<file path="src/rtl/uart_tx_mmio.sv">
`default_nettype none
// ============================================================================
// Module   : uart_tx_mmio
// Purpose  : Memory-mapped 8N1 UART transmitter with a TX FIFO. A three-word
//            register window (TXDATA, STATUS, CTRL) sits at BASE_ADDR; bytes
//            stored to TXDATA are queued and serialised on txd, CLK_DIV clock
//            cycles per bit, with back-to-back frames when data is waiting.
// Revision : 1.0 - initial release
// ----------------------------------------------------------------------------
// Ports
//   clk       in   1   single clock, rising edge
//   rst       in   1   synchronous active-high reset
//   io_addr   in  32   processor data address
//   io_wdata  in  32   processor store data
//   io_bwe    in   4   byte write enables (each asserted cycle is one store)
//   io_sel    out  1   address falls inside the register window
//   io_rdata  out 32   read data of the addressed register (0 when !io_sel)
//   txd       out  1   serial line, idle high
// Register map
//   0x0 TXDATA  W   byte lane 0 pushed into the FIFO, reads 0
//   0x4 STATUS  R   [0] full [1] empty [2] busy [3] overflow (W1C) [7:4] count
//   0x8 CTRL    RW  [0] enable
// ============================================================================
module uart_tx_mmio #(
  parameter logic [31:0] BASE_ADDR  = 32'hFFFF_0000,
  parameter int          CLK_DIV    = 234,
  parameter int          FIFO_DEPTH = 8
) (
  input  logic        clk,
  input  logic        rst,
  input  logic [31:0] io_addr,
  input  logic [31:0] io_wdata,
  input  logic [3:0]  io_bwe,
  output logic        io_sel,
  output logic [31:0] io_rdata,
  output logic        txd
);

  localparam int C_PTR_W = $clog2(FIFO_DEPTH);
  localparam int C_CNT_W = C_PTR_W + 1;
  localparam int C_DIV_W = (CLK_DIV > 1) ? $clog2(CLK_DIV) : 1;

  localparam logic [C_DIV_W-1:0] C_DIV_LAST = C_DIV_W'(CLK_DIV - 1);
  localparam logic [C_CNT_W-1:0] C_DEPTH    = C_CNT_W'(FIFO_DEPTH);

  typedef enum logic [1:0] {
    S_IDLE  = 2'd0,
    S_START = 2'd1,
    S_DATA  = 2'd2,
    S_STOP  = 2'd3
  } state_e;

  // --------------------------------------------------------------------------
  // Registered state
  // --------------------------------------------------------------------------
  state_e               state_q,  state_d;
  logic [C_DIV_W-1:0]   div_q,    div_d;
  logic [2:0]           bit_q,    bit_d;
  logic [7:0]           shift_q,  shift_d;
  logic                 txd_q,    txd_d;
  logic [C_CNT_W-1:0]   count_q,  count_d;
  logic [C_PTR_W-1:0]   wptr_q,   wptr_d;
  logic [C_PTR_W-1:0]   rptr_q,   rptr_d;
  logic                 ovf_q,    ovf_d;
  logic                 enable_q, enable_d;
  logic [7:0]           mem_q [FIFO_DEPTH];

  // --------------------------------------------------------------------------
  // Bus decode
  // --------------------------------------------------------------------------
  logic [1:0]  w_off;
  logic        w_push;
  logic        w_push_ok;
  logic        w_pop;
  logic        w_full;
  logic        w_empty;
  logic        w_busy;
  logic        w_ovf_set;
  logic        w_ovf_clr;
  logic        w_ctrl_wr;
  logic        w_tick;
  logic [31:0] w_cnt_ext;

  assign w_off  = io_addr[3:2];
  // Offset 0xC lies inside the 16-byte aligned block but is not a register.
  assign io_sel = (io_addr[31:4] == BASE_ADDR[31:4]) && (w_off != 2'b11);

  assign w_full  = (count_q == C_DEPTH);
  assign w_empty = (count_q == '0);
  assign w_busy  = (state_q != S_IDLE);

  assign w_push    = io_sel && (w_off == 2'b00) && io_bwe[0];
  // A pop in the same cycle frees the head slot, so a push to a full FIFO
  // still lands (the tail slot is the head slot being read out).
  assign w_push_ok = w_push && (!w_full || w_pop);
  assign w_ovf_set = w_push && w_full && !w_pop;
  assign w_ovf_clr = io_sel && (w_off == 2'b01) && io_bwe[0] && io_wdata[3];
  assign w_ctrl_wr = io_sel && (w_off == 2'b10) && io_bwe[0];

  assign w_tick    = (div_q == C_DIV_LAST);
  assign w_cnt_ext = 32'(count_q);

  // --------------------------------------------------------------------------
  // Read mux
  // --------------------------------------------------------------------------
  always_comb begin
    io_rdata = 32'h0;
    if (io_sel) begin
      case (w_off)
        2'b01:   io_rdata = {24'h0, w_cnt_ext[3:0], ovf_q, w_busy, w_empty, w_full};
        2'b10:   io_rdata = {31'h0, enable_q};
        default: io_rdata = 32'h0;
      endcase
    end
  end

  // --------------------------------------------------------------------------
  // Transmit FSM: next state, bit timing, pop request and line level
  // --------------------------------------------------------------------------
  always_comb begin
    state_d = state_q;
    div_d   = div_q;
    bit_d   = bit_q;
    shift_d = shift_q;
    w_pop   = 1'b0;

    case (state_q)
      S_IDLE: begin
        if (enable_q && !w_empty) begin
          w_pop   = 1'b1;
          shift_d = mem_q[rptr_q];
          div_d   = '0;
          state_d = S_START;
        end
      end
      S_START: begin
        if (w_tick) begin
          div_d   = '0;
          bit_d   = '0;
          state_d = S_DATA;
        end else begin
          div_d = div_q + 1'b1;
        end
      end
      S_DATA: begin
        if (w_tick) begin
          div_d = '0;
          if (bit_q == 3'd7) begin
            state_d = S_STOP;
          end else begin
            bit_d   = bit_q + 1'b1;
            shift_d = {1'b0, shift_q[7:1]};
          end
        end else begin
          div_d = div_q + 1'b1;
        end
      end
      S_STOP: begin
        if (w_tick) begin
          div_d = '0;
          // Chain straight into the next start bit so frames abut.
          if (enable_q && !w_empty) begin
            w_pop   = 1'b1;
            shift_d = mem_q[rptr_q];
            state_d = S_START;
          end else begin
            state_d = S_IDLE;
          end
        end else begin
          div_d = div_q + 1'b1;
        end
      end
      default: state_d = S_IDLE;
    endcase

    // Line level follows the state being entered so txd is registered
    // without an extra cycle of delay.
    case (state_d)
      S_START: txd_d = 1'b0;
      S_DATA:  txd_d = shift_d[0];
      default: txd_d = 1'b1;
    endcase
  end

  // --------------------------------------------------------------------------
  // FIFO bookkeeping and control registers
  // --------------------------------------------------------------------------
  always_comb begin
    count_d  = count_q + C_CNT_W'(w_push_ok) - C_CNT_W'(w_pop);
    wptr_d   = w_push_ok ? wptr_q + 1'b1 : wptr_q;
    rptr_d   = w_pop     ? rptr_q + 1'b1 : rptr_q;
    // Set has priority over a same-cycle clear.
    ovf_d    = w_ovf_set ? 1'b1 : (w_ovf_clr ? 1'b0 : ovf_q);
    enable_d = w_ctrl_wr ? io_wdata[0] : enable_q;
  end

  always_ff @(posedge clk) begin
    if (rst) begin
      state_q  <= S_IDLE;
      div_q    <= '0;
      bit_q    <= '0;
      shift_q  <= '0;
      txd_q    <= 1'b1;
      count_q  <= '0;
      wptr_q   <= '0;
      rptr_q   <= '0;
      ovf_q    <= 1'b0;
      enable_q <= 1'b1;
    end else begin
      state_q  <= state_d;
      div_q    <= div_d;
      bit_q    <= bit_d;
      shift_q  <= shift_d;
      txd_q    <= txd_d;
      count_q  <= count_d;
      wptr_q   <= wptr_d;
      rptr_q   <= rptr_d;
      ovf_q    <= ovf_d;
      enable_q <= enable_d;
    end
  end

  // Storage carries no reset; contents are only meaningful below count.
  always_ff @(posedge clk) begin
    if (w_push_ok) begin
      mem_q[wptr_q] <= io_wdata[7:0];
    end
  end

  assign txd = txd_q;

  // Bits of the bus that carry no meaning for this peripheral.
  logic w_unused;
  assign w_unused = ^{io_wdata[31:8], io_addr[1:0], io_bwe[3:1], w_cnt_ext[31:4]};

endmodule
`default_nettype wire

</file>
<file path="config.mk">
export PLATFORM = sky130hd
export DESIGN_NAME = uart_tx_mmio
export DESIGN_NICKNAME = d
export VERILOG_FILES = /design/src/rtl/uart_tx_mmio.sv
export SDC_FILE = /design/constraint.sdc
export NUM_CORES = 1
export LEC_CHECK = 0
export ABC_AREA = 1
export CORE_MARGIN = 10
export CORE_UTILIZATION = 56
export DETAILED_ROUTE_END_ITERATION = 12
export PLACE_DENSITY = 0.95
export SLEW_MARGIN = 0
export SYNTH_ARGS = -nofsm -noshare
export SYNTH_HDL_FRONTEND = slang
export SYNTH_SLANG_ARGS = --single-unit
</file>
<file path="constraint.sdc">
create_clock -name clk -period 4.38 [get_ports clk]
set_input_delay 0.438 -clock clk [delete_from_list [all_inputs] [get_ports clk]]
set_output_delay 0.438 -clock clk [all_outputs]
set_load 0.05 [all_outputs]
</file>
==> results_dict.tcl, run 1 <==
set metrics [dict create \
    placementRows 35 \
    hold_violations 0 \
    grt_pass1_wl_um 19260 \
    worstPathRequired_ns 3.94 \
    die_w_um 117.2 \
    drive_gt1_share_pct 5.900 \
    ys_warn_count 0 \
    cp_slowest_cell "clkdlybuf4s50_1" \
    fin_worst_skew_ns 0.01047 \
    clk_path_buf_depth 2 \
    synthTopCellsByArea "edfxtp_1, dfxtp_1, nand2_1" \
    run_status "finished, final reports clean" \
    port_buffers 50 \
    clock-root-buffer "clkbuf_8" \
    post_drt_wl_per_cell_um 15.01 \
    synth_area_per_cell_um2 8.424 \
    cts_tree "built" \
    dp_hpwl_um 8235 \
    yosysTopAreaCell "edfxtp_1" \
    critPathCaptureType "output pin" \
    synth_cells 628 \
    cap_violations 0 \
    finalMaxSlewViolations 0 \
    place_ws_ns 1.211 \
    post_cts_buffers 0 \
    routed_wl_um 12110 \
    drt_pass1_iterations 5 \
    grt_pass1_vias 4219 \
    stdcell_count 807 \
    diodes 0 \
    post_dp_cell_area_um2 5789 \
    met1_length_um 4694 \
    clock_sinks 101 \
    numCtsBuffers 9 \
    syn_area_um2 5290 \
    worst_pin_slew_ns 1.020 \
    synth_common_cells "nand2_1, inv_1, edfxtp_1, nand3_1, nor2_1" \
    ir_drop_v 0.0002098 \
    dp.cells 791 \
    worstSkewPairLatency_ns 0.38 \
    ys_types 37 \
    rsz0062_at_grt "no" \
    final_util_pct 64.71 \
    grt_usage_pct 17.77 \
    min_path_cells 2 \
    fin_setup_tns_ns 0 \
    maxUsedRoutingLayer "met4" \
    rr_worst_depth 14 \
    power_leakage_nw 2.564 \
    core_um2 9240 \
    worstHoldStart "rptr_q[2]" \
    grt_antenna_before_repair 0 \
    num_vias 4311 \
    min_period_over_period_pct 72.39 \
    slew_headroom_pct 31.76 \
    timing.rr.start "count_q[2]" \
    min_path_type "reg2reg" \
    crit_chain "clkdlybuf4s50_1, ha_1, nor2_1, nand2_1, nor2_1, nand2_1, inv_1, nand2_1, nor2_1, clkdlybuf4s50_1" \
    cts_hold_buf 0 \
    fin_nets 765 \
    synth_flop_cell "edfxtp_1" \
    clkTransAtPathRegs_ns 0.09 \
    fin_ws_ns 1.209 \
    reg2reg_to "count_q[2]" \
    start_util_pct 57.25 \
    slowest_delay_ns 0.83 \
    yosysTopAreaCellShare_pct 36.33 \
    synth.most_common_cell "nand2_1" \
    postRouteAntennaNets 0 \
    cts_max_level 3 \
    finalSetupViolations 0 \
    cp.arrival_ns 2.73 \
    grt_overflow 0 \
    worstSetupStartpointType "input pin" \
    synth-edff-count 64 \
    grt_max_degree 34 \
    r2r_setup_slack_ns 1.32 \
    io_pins 104 \
    timing.fmax_ghz 0.3154 \
    critical_path_class "in2out" \
    viasPerCell 5.342 \
    route.met2.wl_um 5962 \
    remaining_drc_errors 0 \
    async_flop_share_pct 0 \
    drtIter0Drc 492 \
    place.gp.congestion 0.8956 \
    powerDensity_nw_per_um2 485.0 \
    synth_seq_cells 101 \
    min_period_ns 3.171 \
    worst-path-max-fanout 7 \
    final_area_um2 5979 \
    area_growth_pct 13.03 \
    yosysSeqAreaShare_pct 50.33 \
    die_h_um 117.2 \
    cts_resized 0 \
    die_area_um2 13730 \
    met3_wirelength_um 1143 \
]
[metal layers]
layer  vias up  GRT usage, %
met5         -             0
met4         0         7.578
met3        43         4.383
met2       248         30.66
met1      1968         20.56
li1       2052             -
[cell families (layout without fill, tap and decap cells)]
kind of cell,count (synthesis),count (layout),synth area share (%)
compound gates,51,51,5.606
xor+xnor,1,1,0.1656
fa+ha+maj,22,22,5.345
buf+inv,129,156,11.16
flops,101,101,50.33
other cells,1,24,0.07089
simple gates,323,323,27.32
[area by class of cell]
class,count,area (um2)
fill,651,3261
sequential,101,2663
multi-input combinational,421,2123
timing repair buffer,51,508.0
inverter,89,334.1
tap,129,161.4
clock buffer,9,123.9
clock inverter,7,66.31
[stage by stage]
stage                     total power, mW  hold slack (ns)
final                               2.900           0.4755
after global placement              2.243           0.4483
after CTS                           2.881           0.4778
after global routing                3.082           0.5026
after detailed placement            2.311           0.4537
after floorplan                     2.073           0.4334
[flip-flops by register name, summed over array words and instances (netlist names), 2 cells and up, named ones only]
| signal | flops |
|---|---|
| bit_q | 3 |
| wptr_q | 3 |
| mem_q | 64 |
| state_q | 2 |
| rptr_q | 3 |
| shift_q | 8 |
| count_q | 4 |
| div_q | 8 |
[critical path, delay by kind of cell]
kind | cells | cell delay (ns)
and+or+nand+nor | 6 | 0.67
buffers and inverters | 3 | 1.39
adders and majority gates | 1 | 0.22
[where the power goes]
group	total, mW	leakage [nW]	switching [mW]	internal, mW
Sequential	1.16	0.876	0.0705	1.09
Combinational	1.17	1.59	0.794	0.380
Clock	0.569	0.0949	0.350	0.219
[worst max path at each step]
stage	endpoint	startpoint
finish	io_rdata[1]	io_addr[2]
global route	io_rdata[5]	io_addr[2]
CTS	io_rdata[1]	io_addr[2]
detailed placement	count_q[2]	io_addr[2]
global placement	io_rdata[3]	io_addr[2]
floorplan	io_rdata[1]	io_addr[2]
[placed cells by master, fill, tap and decap left out, types with 2 or more instances in the layout]
cell / n
nand2_1: 193
inv_1: 86
edfxtp_1: 64
nand3_1: 58
clkdlybuf4s50_1: 50
nor2_1: 47
dfxtp_1: 37
a21oi_1: 24
conb_1: 24
ha_1: 21
o21ai_0: 15
clkbuf_8: 9
nand2_4: 5
nand4_1: 5
nand3_2: 4
nor2_4: 3
nor3_2: 3
inv_2: 2
nor3_4: 2
o21bai_1: 2
a221oi_1: 2
inv_6: 2
(Power assumes the default switching activity.)
==> run 2: changes to the inputs <==
CORE_UTILIZATION = 52   (was 56)
PLACE_DENSITY = 0.92   (was 0.95)
clock period = 3.2 ns   (was 4.38 ns; I/O delays follow)
==> run 2 against run 1 <==
- power is 37% higher
- clock skew is 0.0063 ns higher
- largest power group unchanged
- cell count is 2.0% higher
- cell area is 1.2% higher
==> results_dict.tcl, run 2 (synthesis results as in run 1) <==
set metrics [dict create \
    drive_gt1_share_pct 8.406 \
    min_path_type "reg2reg" \
    ir_drop_v 0.0003590 \
    finalSetupViolations 0 \
    crit_family "buffers and inverters" \
    routed_wl_um 11580 \
    cts_resized 0 \
    rsz0062_at_grt "no" \
    min_period_over_period_pct 82.74 \
    powerDensity_nw_per_um2 658.6 \
    worst_pin_slew_ns 0.9571 \
    power_leakage_nw 2.643 \
    grt_usage_pct 15.62 \
    grt_overflow 0 \
    hold_violations 0 \
    nFillCells 731 \
    cap_violations 0 \
    drt_pass1_iterations 5 \
    cp.arrival_ns 2.33 \
    run_status "finished, final reports clean" \
    die_area_um2 14610 \
    grt_max_degree 33 \
    stdcell_count 823 \
    worstPathRequired_ns 2.88 \
    largest-register "mem_q" \
    route.met2.wl_um 5540 \
    final_common_cell "nand2_1" \
    slew_headroom_pct 36.12 \
    grt_pass1_vias 4161 \
    num_vias 4266 \
    fin_worst_skew_ns 0.01673 \
    area_growth_pct 14.40 \
    clock_sinks 101 \
    core_um2 9864 \
    grt_pass1_wl_um 18790 \
    cp_num_buf_inv 2 \
    maxUsedRoutingLayer "met4" \
    finalMaxSlewViolations 0 \
    grt_antenna_before_repair 0 \
    cts_hold_buf 0 \
    crit_chain "clkdlybuf4s50_1, ha_1, nor2_1, nand2_1, nor2_1, nand2_1, nor2_1, clkdlybuf4s50_1" \
    clock-root-buffer "clkbuf_8" \
    fin_nets 777 \
    place.gp.congestion 0.8807 \
    remaining_drc_errors 0 \
    io_pins 104 \
    diodes 0 \
    critical_path_class "in2out" \
    start_util_pct 53.63 \
    worstSetupStartpointType "input pin" \
    port_buffers 50 \
    placementRows 36 \
    reg.largest.list "mem_q: 64 flops, div_q: 8 flops, shift_q: 8 flops" \
    drtIter0Drc 391 \
    met1_length_um 4602 \
    die_w_um 120.9 \
    cp_slowest_cell "clkdlybuf4s50_1" \
    worstSkewPairLatency_ns 0.37 \
    post_drt_wl_per_cell_um 14.07 \
    clk_path_buf_depth 2 \
    clkTransAtPathRegs_ns 0.09 \
    largest_register_ffs 64 \
    worst-path-max-fanout 3 \
    fin_setup_tns_ns 0 \
    viasPerCell 5.183 \
    numCtsBuffers 9 \
    post_cts_buffers 0 \
    timing.fmax_ghz 0.3777 \
    dp_hpwl_um 8407 \
    cts_tree "built" \
    critPathCaptureType "output pin" \
    die_h_um 120.9 \
    dp.cells 807 \
    final_cell_mix "nand2_1, inv_1, edfxtp_1" \
    postRouteAntennaNets 0 \
    slowest_delay_ns 0.82 \
    met3_wirelength_um 1191 \
    min_period_ns 2.648 \
    cts_max_level 3 \
    cpMostUsedCell "nor2_1" \
]
-- run 2: cell types whose count changed in the layout (fill, tap and decap cells not counted), sizes merged --
cell,change
buf,+19
clkdlybuf4s50,-7
clkinv,-2
inv,+2
clkbuf,+1
clkinvlp,-1
-- run 2: path summary, 6_finish.rpt --
check,startpoint,to,slack (ns),depth (start not counted)
worst min register to register,bit_q[2],bit_q[2],0.48,2
worst max register to register,div_q[0],count_q[2],0.58,14
worst min-delay path,bit_q[2],bit_q[2],0.48,2
worst max-delay path,io_addr[2],io_rdata[0],0.55,8
-- run 2: power breakdown --
part | internal, mW | total [mW] | switching [mW]
registers | 1.49 | 1.56 | 0.0749
clock network | 0.304 | 0.780 | 0.476
logic | 0.549 | 1.64 | 1.09
total | 2.34 | 3.99 | 1.65
-- run 2: layout make-up --
| cell class | instances | area (um2) | area share (%) |
|---|---|---|---|
| timing repair buffer | 63 | 580.6 | 9.593 |
| sequential | 101 | 2663 | 43.99 |
| multi-input combinational | 421 | 2123 | 35.08 |
| clock buffer | 10 | 127.6 | 2.109 |
| tap | 133 | 166.4 | 2.750 |
| inverter | 89 | 334.1 | 5.520 |
| clock inverter | 6 | 57.56 | 0.9510 |
-- run 2: through the flow --
step	util [%]	power (mW)	hold WS, ns	instance area (um2)	setup WS, ns
after detailed placement	59.47	3.213	0.4597	5867	0.1914
final	61.35	3.986	0.4821	6052	0.5525
after global placement	59.47	3.108	0.4523	5867	0.2797
after CTS	61.35	3.965	0.4856	6052	0.5403
after floorplan	-	2.838	0.4189	5376	0.7866
after global routing	61.35	4.235	0.5047	6052	0.3887
-- run 2: worst min-delay path: cells and delay by family, from the launching register on --
family	cells	cell delay [ns]
DFF	1	0.33
and+or+nand+nor	1	0.06
AOI/OAI and AO/OA	1	0.06
-- run 2: layer usage --
layer,vias to the layer above,global-route usage [%]
met5,-,0
met3,20,4.839
met4,0,7.089
li1,2079,-
met1,1956,17.72
met2,211,26.39
